`src/rtl/handshake_dispatch_pkg.sv`:
```
// handshake_pkg
// Shared types and helpers for the handshake dispatcher.
//   state_e      dispatcher FSM state encoding
//   COUNT_W_DEF  default transfer-counter width
//   MAX_LANES    largest supported lane count
//   is_onehot()  true when exactly one bit of a lane vector is set
package handshake_pkg;

   localparam int COUNT_W_DEF = 16;
   localparam int MAX_LANES   = 32;

   typedef enum logic [2:0] {
      ST_IDLE    = 3'd0,
      ST_FWD     = 3'd1,
      ST_HOLD    = 3'd2,
      ST_DROP    = 3'd3,
      ST_ERR_ACK = 3'd4,
      ST_ERR_REL = 3'd5
   } state_e;

   localparam logic [MAX_LANES-1:0] LANE_ONE = MAX_LANES'(1);

   // Clearing the lowest set bit leaves zero only for a single-bit vector.
   function automatic logic is_onehot(input logic [MAX_LANES-1:0] v);
      return (v != '0) && ((v & (v - LANE_ONE)) == '0);
   endfunction

endpackage

```
`src/rtl/handshake_dispatch_if.sv`:
```
// handshake_dispatch_if
// Bundles the upstream handshake, the per-lane target handshake and the
// status outputs of the dispatcher.
//   req_in      merged request from the arbiter root
//   ack_in      acknowledge back to the arbiter root
//   sel         one-hot lane select, valid while req_in is high
//   req_out     per-lane request to the targets
//   ack_out     per-lane acknowledge from the targets
//   busy        dispatcher not idle
//   err         sticky malformed-select flag
//   xfer_count  completed lane transfers
// Modports:
//   slave   the dispatcher itself
//   master  the arbiter root plus the targets (or a testbench standing in)
interface handshake_dispatch_if
   import handshake_pkg::*;
#(
   parameter int output_size = 8,
   parameter int COUNT_W     = COUNT_W_DEF
);

   logic                   req_in;
   logic                   ack_in;
   logic [output_size-1:0] sel;
   logic [output_size-1:0] req_out;
   logic [output_size-1:0] ack_out;
   logic                   busy;
   logic                   err;
   logic [COUNT_W-1:0]     xfer_count;

   modport slave (
      input  req_in,
      input  sel,
      input  ack_out,
      output ack_in,
      output req_out,
      output busy,
      output err,
      output xfer_count
   );

   modport master (
      output req_in,
      output sel,
      output ack_out,
      input  ack_in,
      input  req_out,
      input  busy,
      input  err,
      input  xfer_count
   );

endinterface

```
`src/rtl/handshake_dispatch_sync_2ff.sv`:
```
// sync_2ff
// Single-bit two-flop synchronizer for inputs arriving from another clock
// domain. Both flops clear on reset so a stale request cannot leak through.
//   clk   destination clock
//   rst   asynchronous active-high reset
//   d_i   asynchronous input
//   q_o   synchronized output, two edges behind d_i
module sync_2ff (
   input  logic clk,
   input  logic rst,
   input  logic d_i,
   output logic q_o
);

   logic meta_q;
   logic sync_q;

   always_ff @(posedge clk or posedge rst) begin
      if (rst) begin
         meta_q <= 1'b0;
         sync_q <= 1'b0;
      end else begin
         meta_q <= d_i;
         sync_q <= meta_q;
      end
   end

   assign q_o = sync_q;

endmodule

```
`src/rtl/handshake_dispatch.sv`:
```
// handshake_dispatch
// Receiving end of the cascade arbiter's output channel. Takes the merged
// four-phase request plus a one-hot select, forwards the request to the
// selected target lane, relays that lane's acknowledge back upstream and
// completes the four-phase cycle on both sides. Counts completed lane
// transfers and flags malformed selects.
//
// Ports:
//   clk   system clock, rising edge
//   rst   asynchronous active-high reset; abandons any transfer in flight
//   bus   handshake_dispatch_if.slave (req_in, sel, ack_out in;
//         ack_in, req_out, busy, err, xfer_count out)
//
// Build option HANDSHAKE_DISPATCH_SYNC_EN: when defined, req_in and every
// ack_out bit pass through two-flop synchronizers before the FSM sees them,
// adding two edges to every input-to-output latency. sel is not
// synchronized; it is captured only once the synchronized request is seen.
//
// state      | meaning
// -----------+-----------------------------------------------------------
// ST_IDLE    | waiting for req_in; captures sel into lane on acceptance
// ST_FWD     | request driven on lane, waiting for that lane's ack
// ST_HOLD    | lane acked, ack_in high, waiting for req_in to drop
// ST_DROP    | lane request released, waiting for lane ack to drop
// ST_ERR_ACK | malformed sel; ack_in high with no lane, waiting req_in low
// ST_ERR_REL | ack_in released after an error handshake, back to idle
//
// All outputs come straight from flops, computed from the next state.
module handshake_dispatch
   import handshake_pkg::*;
#(
   parameter int output_size = 8,
   parameter int COUNT_W     = COUNT_W_DEF
) (
   input  logic                 clk,
   input  logic                 rst,
   handshake_dispatch_if.slave  bus
);

   logic                   req_s;
   logic [output_size-1:0] ack_s;

`ifdef HANDSHAKE_DISPATCH_SYNC_EN
   sync_2ff u_sync_req (
      .clk (clk),
      .rst (rst),
      .d_i (bus.req_in),
      .q_o (req_s)
   );

   for (genvar g = 0; g < output_size; g++) begin : g_ack_sync
      sync_2ff u_sync_ack (
         .clk (clk),
         .rst (rst),
         .d_i (bus.ack_out[g]),
         .q_o (ack_s[g])
      );
   end
`else
   assign req_s = bus.req_in;
   assign ack_s = bus.ack_out;
`endif

   state_e                 state_q, state_d;
   logic [output_size-1:0] lane_q, lane_d;
   logic [output_size-1:0] req_out_q, req_out_d;
   logic                   ack_in_q, ack_in_d;
   logic                   busy_q, busy_d;
   logic                   err_q, err_d;
   logic [COUNT_W-1:0]     xfer_count_q, xfer_count_d;

   logic [MAX_LANES-1:0]   sel_ext;
   logic                   sel_ok;
   logic                   lane_ack;

   always_comb begin
      sel_ext                  = '0;
      sel_ext[output_size-1:0] = bus.sel;
   end

   assign sel_ok = is_onehot(sel_ext);

   // lane is one-hot, so masking picks out the selected lane's ack only;
   // activity on every other lane is ignored.
   assign lane_ack = |(ack_s & lane_q);

   always_comb begin
      state_d      = state_q;
      lane_d       = lane_q;
      err_d        = err_q;
      xfer_count_d = xfer_count_q;

      unique case (state_q)
         ST_IDLE: begin
            if (req_s) begin
               if (sel_ok) begin
                  lane_d  = bus.sel;
                  state_d = ST_FWD;
               end else begin
                  err_d   = 1'b1;
                  state_d = ST_ERR_ACK;
               end
            end
         end
         ST_FWD: begin
            if (lane_ack) begin
               state_d = ST_HOLD;
            end
         end
         ST_HOLD: begin
            if (!req_s) begin
               state_d = ST_DROP;
            end
         end
         ST_DROP: begin
            if (!lane_ack) begin
               state_d      = ST_IDLE;
               xfer_count_d = xfer_count_q + COUNT_W'(1);
            end
         end
         ST_ERR_ACK: begin
            if (!req_s) begin
               state_d = ST_ERR_REL;
            end
         end
         ST_ERR_REL: begin
            state_d = ST_IDLE;
         end
         default: begin
            state_d = ST_IDLE;
         end
      endcase
   end

   // Deriving the registered outputs from the next state gives exactly one
   // edge between an input change and the matching output change.
   always_comb begin
      req_out_d = '0;
      ack_in_d  = 1'b0;
      busy_d    = (state_d != ST_IDLE);

      if ((state_d == ST_FWD) || (state_d == ST_HOLD)) begin
         req_out_d = lane_d;
      end
      if ((state_d == ST_HOLD) || (state_d == ST_DROP) ||
          (state_d == ST_ERR_ACK)) begin
         ack_in_d = 1'b1;
      end
   end

   always_ff @(posedge clk or posedge rst) begin
      if (rst) begin
         state_q      <= ST_IDLE;
         lane_q       <= '0;
         req_out_q    <= '0;
         ack_in_q     <= 1'b0;
         busy_q       <= 1'b0;
         err_q        <= 1'b0;
         xfer_count_q <= '0;
      end else begin
         state_q      <= state_d;
         lane_q       <= lane_d;
         req_out_q    <= req_out_d;
         ack_in_q     <= ack_in_d;
         busy_q       <= busy_d;
         err_q        <= err_d;
         xfer_count_q <= xfer_count_d;
      end
   end

   assign bus.req_out    = req_out_q;
   assign bus.ack_in     = ack_in_q;
   assign bus.busy       = busy_q;
   assign bus.err        = err_q;
   assign bus.xfer_count = xfer_count_q;

endmodule

```
`src/flat_wrapper.sv`:
```
// flat-port wrapper written by rule: the top's interface ports become plain ports
module handshake_dispatch_flat import handshake_pkg::*;
#(
   parameter int output_size = 8,
   parameter int COUNT_W     = COUNT_W_DEF
)
  (clk, rst, bus_req_in, bus_sel, bus_ack_out, bus_ack_in, bus_req_out, bus_busy, bus_err, bus_xfer_count);
  handshake_dispatch_if #(.output_size(output_size), .COUNT_W(COUNT_W)) bus_i ();
  input  logic clk;
  input  logic rst;
  input wire logic [$bits(bus_i.req_in)-1:0] bus_req_in;
  input wire logic [$bits(bus_i.sel)-1:0] bus_sel;
  input wire logic [$bits(bus_i.ack_out)-1:0] bus_ack_out;
  output wire logic [$bits(bus_i.ack_in)-1:0] bus_ack_in;
  output wire logic [$bits(bus_i.req_out)-1:0] bus_req_out;
  output wire logic [$bits(bus_i.busy)-1:0] bus_busy;
  output wire logic [$bits(bus_i.err)-1:0] bus_err;
  output wire logic [$bits(bus_i.xfer_count)-1:0] bus_xfer_count;
  assign bus_i.req_in = bus_req_in;
  assign bus_i.sel = bus_sel;
  assign bus_i.ack_out = bus_ack_out;
  assign bus_ack_in = bus_i.ack_in;
  assign bus_req_out = bus_i.req_out;
  assign bus_busy = bus_i.busy;
  assign bus_err = bus_i.err;
  assign bus_xfer_count = bus_i.xfer_count;
  handshake_dispatch #(.output_size(output_size), .COUNT_W(COUNT_W)) u_core (.clk(clk), .rst(rst), .bus(bus_i));
endmodule
```
`config.mk`:
```
export PLATFORM = sky130hd
export DESIGN_NAME = handshake_dispatch_flat
export DESIGN_NICKNAME = d
export VERILOG_FILES = /design/src/rtl/handshake_dispatch_pkg.sv /design/src/rtl/handshake_dispatch_if.sv /design/src/rtl/handshake_dispatch_sync_2ff.sv /design/src/rtl/handshake_dispatch.sv /design/src/flat_wrapper.sv
export SDC_FILE = /design/constraint.sdc
export NUM_CORES = 1
export LEC_CHECK = 0
export CAP_MARGIN = 40
export CORE_MARGIN = 5
export CORE_UTILIZATION = 52
export DETAILED_ROUTE_END_ITERATION = 10
export PLACE_DENSITY = 0.8
export SLEW_MARGIN = 15
export SYNTH_ARGS = -nofsm -noshare
export SYNTH_HDL_FRONTEND = slang
export SYNTH_SLANG_ARGS = --single-unit
```
`constraint.sdc`:
```
create_clock -name clk -period 4.85 [get_ports clk]
set_input_delay 1.2125 -clock clk [delete_from_list [all_inputs] [get_ports clk]]
set_output_delay 1.2125 -clock clk [all_outputs]
set_load 0.01 [all_outputs]
```
==> impl_summary.md, run 1 <==
Finish
Measured on the finished design, the core utilization comes to 0.7105. Fill cells in the final layout number 240. The total inserted antenna cells is 0. From synthesis to final layout, the design area changed by 31.78%.

In the final layout, the share of cells above drive strength 1 is 0.1127. Summing all flip-flop and latch instances after layout gives 950.9 µm². The final layout net count is 232. The area of combinational cells with multiple inputs is 810.8 µm².

Drt
Using the TritonRoute via totals, the vias-per-cell ratio works out to 5.548. The number of design-rule violations left by the first detailed-router iteration is 75. The routed layout has 1,437 vias.

The first detailed-routing pass took 4 iterations. The count of nets left with antenna violations once routing finished came out at 0. The final routed wirelength across all metal layers is 3.973 mm. Dividing the detail-routed wire length by the instance count gives 15.34 µm. For this run, design rule violations remaining after detail routing come to 0.

Logic synthesis
The most used flip-flop cell after synthesis is sky130_fd_sc_hd__dfrtp_1. Counting flops with an async set or reset pin after synthesis yields a share of 1.000. Counting every net in the synthesized netlist gives 181. After synthesis the cells add up to 1799 µm². Synthesis inferred 38 register bits. The count of flip-flops with a built-in enable after synthesis is 0.

The count of cell types in the netlist is 34. The number of warnings issued by yosys is 0. In the post-synthesis netlist, the biggest area contributors are sky130_fd_sc_hd__dfrtp_1 (53%), sky130_fd_sc_hd__mux2_4 (6.7%), sky130_fd_sc_hd__nor2_1 (4.6%), sky130_fd_sc_hd__xnor2_1 (4.4%), sky130_fd_sc_hd__a32oi_1 (3.9%).

The average instance in the mapped netlist occupies 11.18 µm². The share of the Yosys chip area taken by registers is 0.5285. The cell type with the highest aggregate area in the netlist is sky130_fd_sc_hd__dfrtp_1. The share of synthesized area in the top cell type comes to 0.5285. The cell count after synthesis came out at 161.

Power
The internal portion of the total power is 519.9 µW. The switching component of the power is 250.0 µW. In this run the static leakage power is 0.001048 µW. Of the total power, registers draw 0.498. The final total power is 769.9 µW. The maximum vdd drop is 0.2575 mV. The power per cell area is 324.7 nW/µm².

The share of total power dissipated in combinational logic is 0.277. Of the total power, the clock network draws 0.225. Of the total power, the share spent switching nets is 0.3247.

Clock network
The number of buffers between clock root and the deepest sink is 2. After clock tree synthesis, the repair step resized 0 gates. At the later pin of the worst-skew pair, clock insertion delay measures 340 ps.

The hold buffer count at CTS is 0. The total CTS buffers is 5. Post-CTS timing repair inserted 0 buffers for setup. The root cell of the clock tree is sky130_fd_sc_hd__clkbuf_4. After clock tree synthesis, the clock-pin slew on the worst setup and hold paths is 110 ps. The number of H-tree branching levels is 2.

TritonCTS built the clock tree. The clock net in this run drives a total of 38 sinks.

Run status
The flow ran to the end, and the final reports show no timing, DRC or antenna violations.

Timing
In the final timing run, aggregate negative setup slack is 0 ps. Derived from the worst setup path, the maximum achievable clock frequency is 0.2912 GHz. Setup repair after global routing left no endpoint under its margin. The final setup violation count is 0. The worst path in the final design needs a cycle of 3434 ps, including I/O delays and setup. On the final layout, the worst clock skew is 11.44 ps. For the pin with the worst max-slew slack, the measured transition is 748.8 ps. The final number of hold-violating endpoints is 0. In the finished design, the share of the clock period the worst path needs comes to 0.7081.

The worst pin sits at a relative slew slack of 0.4981. The count of final max-slew check failures was 0.

Die
The full die area is 4736 µm². The total number of placement rows is 21. The initial cell density of the core is 0.5392.

The die outline width is 68.82 µm. In this run the count of I/O pins placed on the die edge is 46. The core area is 3337 µm². The y dimension of the die is 68.82 µm.

Global route
Entering global routing, the biggest net connects 39 pins. The fraction of met3 tracks used by global routing is 0.04862. For this run, global-route usage on met2 was measured as 0.3218.

After global routing the overflow that remains totals 0. The layer with the highest usage is met2. The number of global-route vias before repair was 1,419.

Across every metal layer, demand over resource in global routing totals 0.1921. In the global route stage, met1 resource usage came out at 0.2463. The wire length of the first global-routing pass is 6.713 mm. The initial antenna violation count is 0.

Critical path
Of all nets on the critical path, the largest fanout is 10. The slowest stage of the critical path is the sky130_fd_sc_hd__or4_4 cell. For the worst setup path, the data arrival time is 3670 ps.

The worst setup path is captured at a register. By startpoint and endpoint, the worst setup path is classified as primary input to register. The element type at the critical path start is a primary input. At the worst endpoint, the required time is 5080 ps.

In this design, the stage delay of the slowest critical-path cell is 610 ps. Traced cell by cell, the critical path runs through clkdlybuf4s50_1 > or4_4 > nor4_1 > a211oi_2 > a21oi_4 > nand2_4 > mux2_4.

Job
The tool flagged a number of max-cap violations equal to 0.

Placement
Detailed placement finished with a half-perimeter wire length of 3.066 mm. The count of buffers from port buffering is 45. The congestion estimate from routability-driven global placement came to 0.8143.

Hold path
The worst hold path belongs to the class register to register.
[logic make-up (layout without fill, tap and decap cells)]
group	count (synthesis)	in the layout	synth area share
muxes	10	10	0.07858
buffers and inverters	10	62	0.02086
xor gates and xnor gates	15	15	0.07302
and+or+nand+nor	62	62	0.1697
AOI/OAI and AO/OA	25	25	0.1224
adders and majority gates	1	1	0.006953
DFF	38	38	0.5285
[flip-flops by register name, summed over array words and instances (netlist names)]
name / cells
u_core.bus.err: 1
u_core.bus.busy: 1
u_core.bus.xfer_count: 16
u_core.lane_q: 8
u_core.bus.req_out: 8
u_core.bus.ack_in: 1
u_core.state_q: 3
[worst max-delay path: cells and delay by family]
kind	cells	cell delay [ps]
AOI/OAI and AO/OA	2	450
and+or+nand+nor	3	1160
buffers and inverters	1	490
muxes	1	360
[power by group through the flow]
stage	Sequential [µW]	Clock (µW)	Combinational, µW
2_1_floorplan	384	0	137
6_report	384	173	213
3_5_place_dp	390	0	213
5_1_grt	391	190	234
4_1_cts	383	177	213
3_3_place_gp	387	0	203
[routing by layer]
| metal | wire (µm) | part of all wire |
|---|---|---|
| met1 | 1613 | 0.41 |
| met2 | 2041 | 0.51 |
| met3 | 274 | 0.069 |
| met4 | 43 | 0.011 |
| met5 | 0 | 0 |
[cell usage in the layout (no fill, tap or decap), types with 2 or more instances in the layout]
cell	Yosys	routed
sky130_fd_sc_hd__nand4_1	5	5
sky130_fd_sc_hd__nand3_1	7	7
sky130_fd_sc_hd__nor2_1	22	22
sky130_fd_sc_hd__mux2_4	8	8
sky130_fd_sc_hd__xnor2_1	9	9
sky130_fd_sc_hd__inv_1	8	8
sky130_fd_sc_hd__clkbuf_4	0	5
sky130_fd_sc_hd__nand2_1	10	10
sky130_fd_sc_hd__xor2_1	6	6
sky130_fd_sc_hd__nor4_1	2	2
sky130_fd_sc_hd__a22oi_1	4	4
sky130_fd_sc_hd__nor3_1	6	6
sky130_fd_sc_hd__nor2b_1	2	2
sky130_fd_sc_hd__a21o_1	3	3
sky130_fd_sc_hd__clkdlybuf4s50_1	0	45
sky130_fd_sc_hd__nand2b_1	3	3
sky130_fd_sc_hd__a211oi_1	2	2
sky130_fd_sc_hd__a32oi_1	8	8
sky130_fd_sc_hd__dfrtp_1	38	38
[metrics by stage]
stage | cells | area, µm² | hold slack, ps | worst slack, ps
2_1_floorplan | 161 | 1799 | 493.2 | 1829
3_3_place_gp | 251 | 2307 | 458.7 | 1233
3_5_place_dp | 251 | 2307 | 457.6 | 1065
4_1_cts | 259 | 2371 | 491.4 | 1435
5_1_grt | 259 | 2371 | 500.5 | 1366
6_report | 259 | 2371 | 488.0 | 1416
[area by class of cell]
| type | instances | area share |
|---|---|---|
| Clock buffer | 6 | 0.02164 |
| Inverter | 8 | 0.01266 |
| Timing Repair Buffer | 46 | 0.1931 |
| Tap cell | 46 | 0.02427 |
| Clock inverter | 2 | 0.005277 |
| Multi-Input combinational cell | 113 | 0.3420 |
| Sequential cell | 38 | 0.4011 |
[path summary, 6_finish.rpt]
kind | startpoint | endpoint | slack (ps) | cells past startpoint
setup / recovery | bus_sel[1] | u_core.lane_q[1] | 1420 | 7
hold / removal | u_core.bus.err | u_core.bus.err | 490 | 1
setup reg to reg | u_core.lane_q[6] | u_core.bus.xfer_count[15] | 2780 | 6
hold reg to reg | u_core.bus.err | u_core.bus.err | 490 | 1
max in group asynchronous | rst | u_core.bus.busy | 3250 | 3
min in group asynchronous | rst | u_core.bus.req_out[2] | 1270 | 3
[cells in the mapped netlist, types with 2 or more instances]
| library cell | instances |
|---|---|
| sky130_fd_sc_hd__a211oi_1 | 2 |
| sky130_fd_sc_hd__nor2_1 | 22 |
| sky130_fd_sc_hd__dfrtp_1 | 38 |
| sky130_fd_sc_hd__clkbuf_1 | 2 |
| sky130_fd_sc_hd__mux2_4 | 8 |
| sky130_fd_sc_hd__a21o_1 | 3 |
| sky130_fd_sc_hd__nand2_1 | 10 |
| sky130_fd_sc_hd__a32oi_1 | 8 |
| sky130_fd_sc_hd__xor2_1 | 6 |
| sky130_fd_sc_hd__xnor2_1 | 9 |
| sky130_fd_sc_hd__nand3_1 | 7 |
| sky130_fd_sc_hd__nor2b_1 | 2 |
| sky130_fd_sc_hd__nor3_1 | 6 |
| sky130_fd_sc_hd__inv_1 | 8 |
| sky130_fd_sc_hd__nor4_1 | 2 |
| sky130_fd_sc_hd__nand2b_1 | 3 |
| sky130_fd_sc_hd__a22oi_1 | 4 |
| sky130_fd_sc_hd__nand4_1 | 5 |
No activity file was read; power rests on OpenSTA's default activity.
==> run 2, diff against run 1 <==
- CORE_UTILIZATION: 52 -> 43
- PLACE_DENSITY: 0.8 -> 0.7
- clock period: 4.85 -> 2.85 ns (I/O delays scaled with it)
==> impl_summary.md, run 2 (synthesis results as in run 1) <==
Run status
The flow ran to the end, and the final reports show no timing, DRC or antenna violations.

Placement
The detailed-placement wirelength estimate is 3.060 mm. The routability congestion estimate from global placement is 0.8212. During placement, the flow inserted port buffers numbering 45.

Finish
The register with the most flip-flops in the layout has 16 of them. In the layout the commonest cells are sky130_fd_sc_hd__clkdlybuf4s50_1 (45), sky130_fd_sc_hd__dfrtp_1 (38), sky130_fd_sc_hd__nor2_1 (22). The multi-input combinational cells in the finished layout cover a total of 810.8 µm².

The total inserted antenna cells is 0. In the final layout, the share of cells above drive strength 1 is 0.1525. The area growth from synthesis to layout is 38.73%. Leaving out fill and tap cells, the most frequent cell in the layout is sky130_fd_sc_hd__clkdlybuf4s50_1. The sequential cell area in the final layout is 950.9 µm².

Fill cells in the final layout number 329. The final layout contains 242 nets.

Critical path
The cell with the largest stage delay on the worst path is sky130_fd_sc_hd__or4_4. For the worst setup path, the data required time is 3030 ps. The arrival time of data at the critical path endpoint is 2830 ps.

Of all nets on the critical path, the largest fanout is 8. STA classifies the critical path startpoint as a primary input. The start-to-end type of the worst setup path is primary input to register.

Traced cell by cell, the critical path runs through clkdlybuf4s50_1 > or4_4 > nor4_1 > a211oi_2 > a21oi_4 > nand2_4 > mux2_4. STA classifies the critical path endpoint as a register. For this run, the slowest stage of the critical path takes 580 ps.

Timing
The upper clock frequency limit is 0.3773 GHz. Setup violations remaining at the end of the flow were counted as 0. The clock skew is 7.348 ps. The final period demand of the worst path is 2650 ps. The slew of the pin with the lowest slew margin is 493.0 ps. The final number of hold-violating endpoints is 0. The ratio of final minimum period to clock period is 0.9298. After routing, the total negative slack on setup checks comes to 0 ps. The worst pin sits at a relative slew slack of 0.6713. The count of final max-slew check failures came to 0.

Setup repair after global routing left no endpoint under its margin.

Global route
The first global-routing pass estimated 6.913 mm of wire. The number of global-route vias before repair came to 1,471. The initial antenna violation count is 0. Across every metal layer, demand over resource in global routing totals 0.1665.

The sum of overflow across all layers after global routing is 0. Entering global routing, the biggest net connects 39 pins.

Die
For this configuration, the core starts out at a cell density of 0.4466. The full die area is 5578 µm². The core area is 4029 µm². The total number of placement rows is 23. The die outline width is 74.69 µm. Measured along the y axis, the die boundary spans 74.69 µm. Pin placement for this block handled 46 I/O pins.

Clock network
In this run, CTS created clock tree buffers numbering 5. TritonCTS built the clock tree. The clock sink count is 38. Gates resized during post-CTS repair numbered 0. The buffers inserted during post-CTS setup optimization is 0.

The hold buffer count at CTS is 0. The longest clock path from root to sink contains 2 buffers. Clock-pin slew was measured on the worst setup and hold paths at 80 ps. At the later pin of the worst-skew pair, clock insertion delay measures 290 ps. The root buffer cell chosen for the clock tree is sky130_fd_sc_hd__clkbuf_8. The number of H-tree branching levels is 2.

Drt
The DRC violation count after routing is 0. The per-cell routed wire length is 15.11 µm. Wires add up to 4.126 mm. The number of search-and-repair iterations in the first detailed-routing pass is 4. In this run the remaining antenna-violating nets after routing total 0. The number of vias per cell is 5.330. The total number of vias is 1,455. The number of design-rule violations left by the first detailed-router iteration is 74.

Job
The count of max-cap constraint violations is 0.

Power
The maximum vdd drop is 0.3790 mV. The final total power is 1512 µW. The analysis attributes to cell leakage a power of 0.001121 µW. Power spread over the standard cell area amounts to 605.9 nW/µm².

Hold path
In this run the worst hold path is classified as register to register.
run 2: changes by cell type in the layout (fill, tap and decap cells not counted):
| cell | delta |
|---|---|
| sky130_fd_sc_hd__buf_4 | +10 |
| sky130_fd_sc_hd__bufinv_16 | +1 |
| sky130_fd_sc_hd__clkbuf_4 | -5 |
| sky130_fd_sc_hd__clkbuf_8 | +4 |
| sky130_fd_sc_hd__clkinv_2 | +1 |
| sky130_fd_sc_hd__clkinvlp_4 | -1 |
run 2: power by group:
group / switching [µW] / internal (µW) / total (µW)
sequential: 61.3 / 597 / 659
clock: 191 / 258 / 448
combinational: 201 / 204 / 405
total: 453 / 1060 / 1510
run 2: cell type report:
type / count / area share
flip-flops and latches: 38 / 0.3810
multi-input cells: 113 / 0.3248
inverters: 8 / 0.01203
repair buffers: 56 / 0.2135
clock inverters: 3 / 0.01604
clock buffers: 5 / 0.02757
well taps: 50 / 0.02506
run 2: path summary, 6_finish.rpt:
check / from / to / slack (ps) / cells past startpoint
max: bus_sel[1] / u_core.lane_q[1] / 200 / 7
min in group asynchronous: rst / u_core.bus.req_out[3] / 840 / 3
min: u_core.bus.err / u_core.bus.err / 460 / 1
max reg2reg: u_core.lane_q[1] / u_core.bus.xfer_count[15] / 1000 / 6
max in group asynchronous: rst / u_core.bus.xfer_count[3] / 1670 / 3
min reg2reg: u_core.bus.err / u_core.bus.err / 460 / 1
run 2: critical path: cells and delay by family:
kind / cells / cell delay, ps
buf+inv: 1 / 430
simple gates: 3 / 1030
mux: 1 / 320
compound gates: 2 / 330
run 2: per-stage QoR:
step,area (µm²),worst slack [ps],util,hold WS (ps),std cells
final,2496,199.9,0.6196,462.1,273
after global routing,2496,128.9,0.6196,483.2,273
after CTS,2496,218.2,0.6196,464.6,273
after detailed placement,2387,-98.41,0.5925,446.9,265
after global placement,2387,-28.34,0.5925,446.2,265
after floorplan,1799,329.1,-,493.2,161
run 2: per-layer routing:
metal | share of wire | vias up | global-route usage
met5 | 0 | - | 0
met4 | 0.022 | 0 | 0.08498
met3 | 0.083 | 14 | 0.04806
met2 | 0.46 | 67 | 0.2634
met1 | 0.43 | 679 | 0.2080
li1 | - | 695 | -
==> run 3, diff against run 2 <==
==> constraint.sdc (replaced) <==
create_clock -name clk -period 2.85 [get_ports clk]
set_input_delay 0.7125 -clock clk [delete_from_list [all_inputs] [get_ports clk]]
set_output_delay 0.7125 -clock clk [all_outputs]
set_load 0.005 [all_outputs]
==> results of run 3 <==
Same layout as run 2 (identical final DEF). Status: finished, final reports clean.
Among the figures that moved: total power 1512 µW -> 1503 µW; worst IR drop on VDD 0.3790 mV -> 0.3773 mV
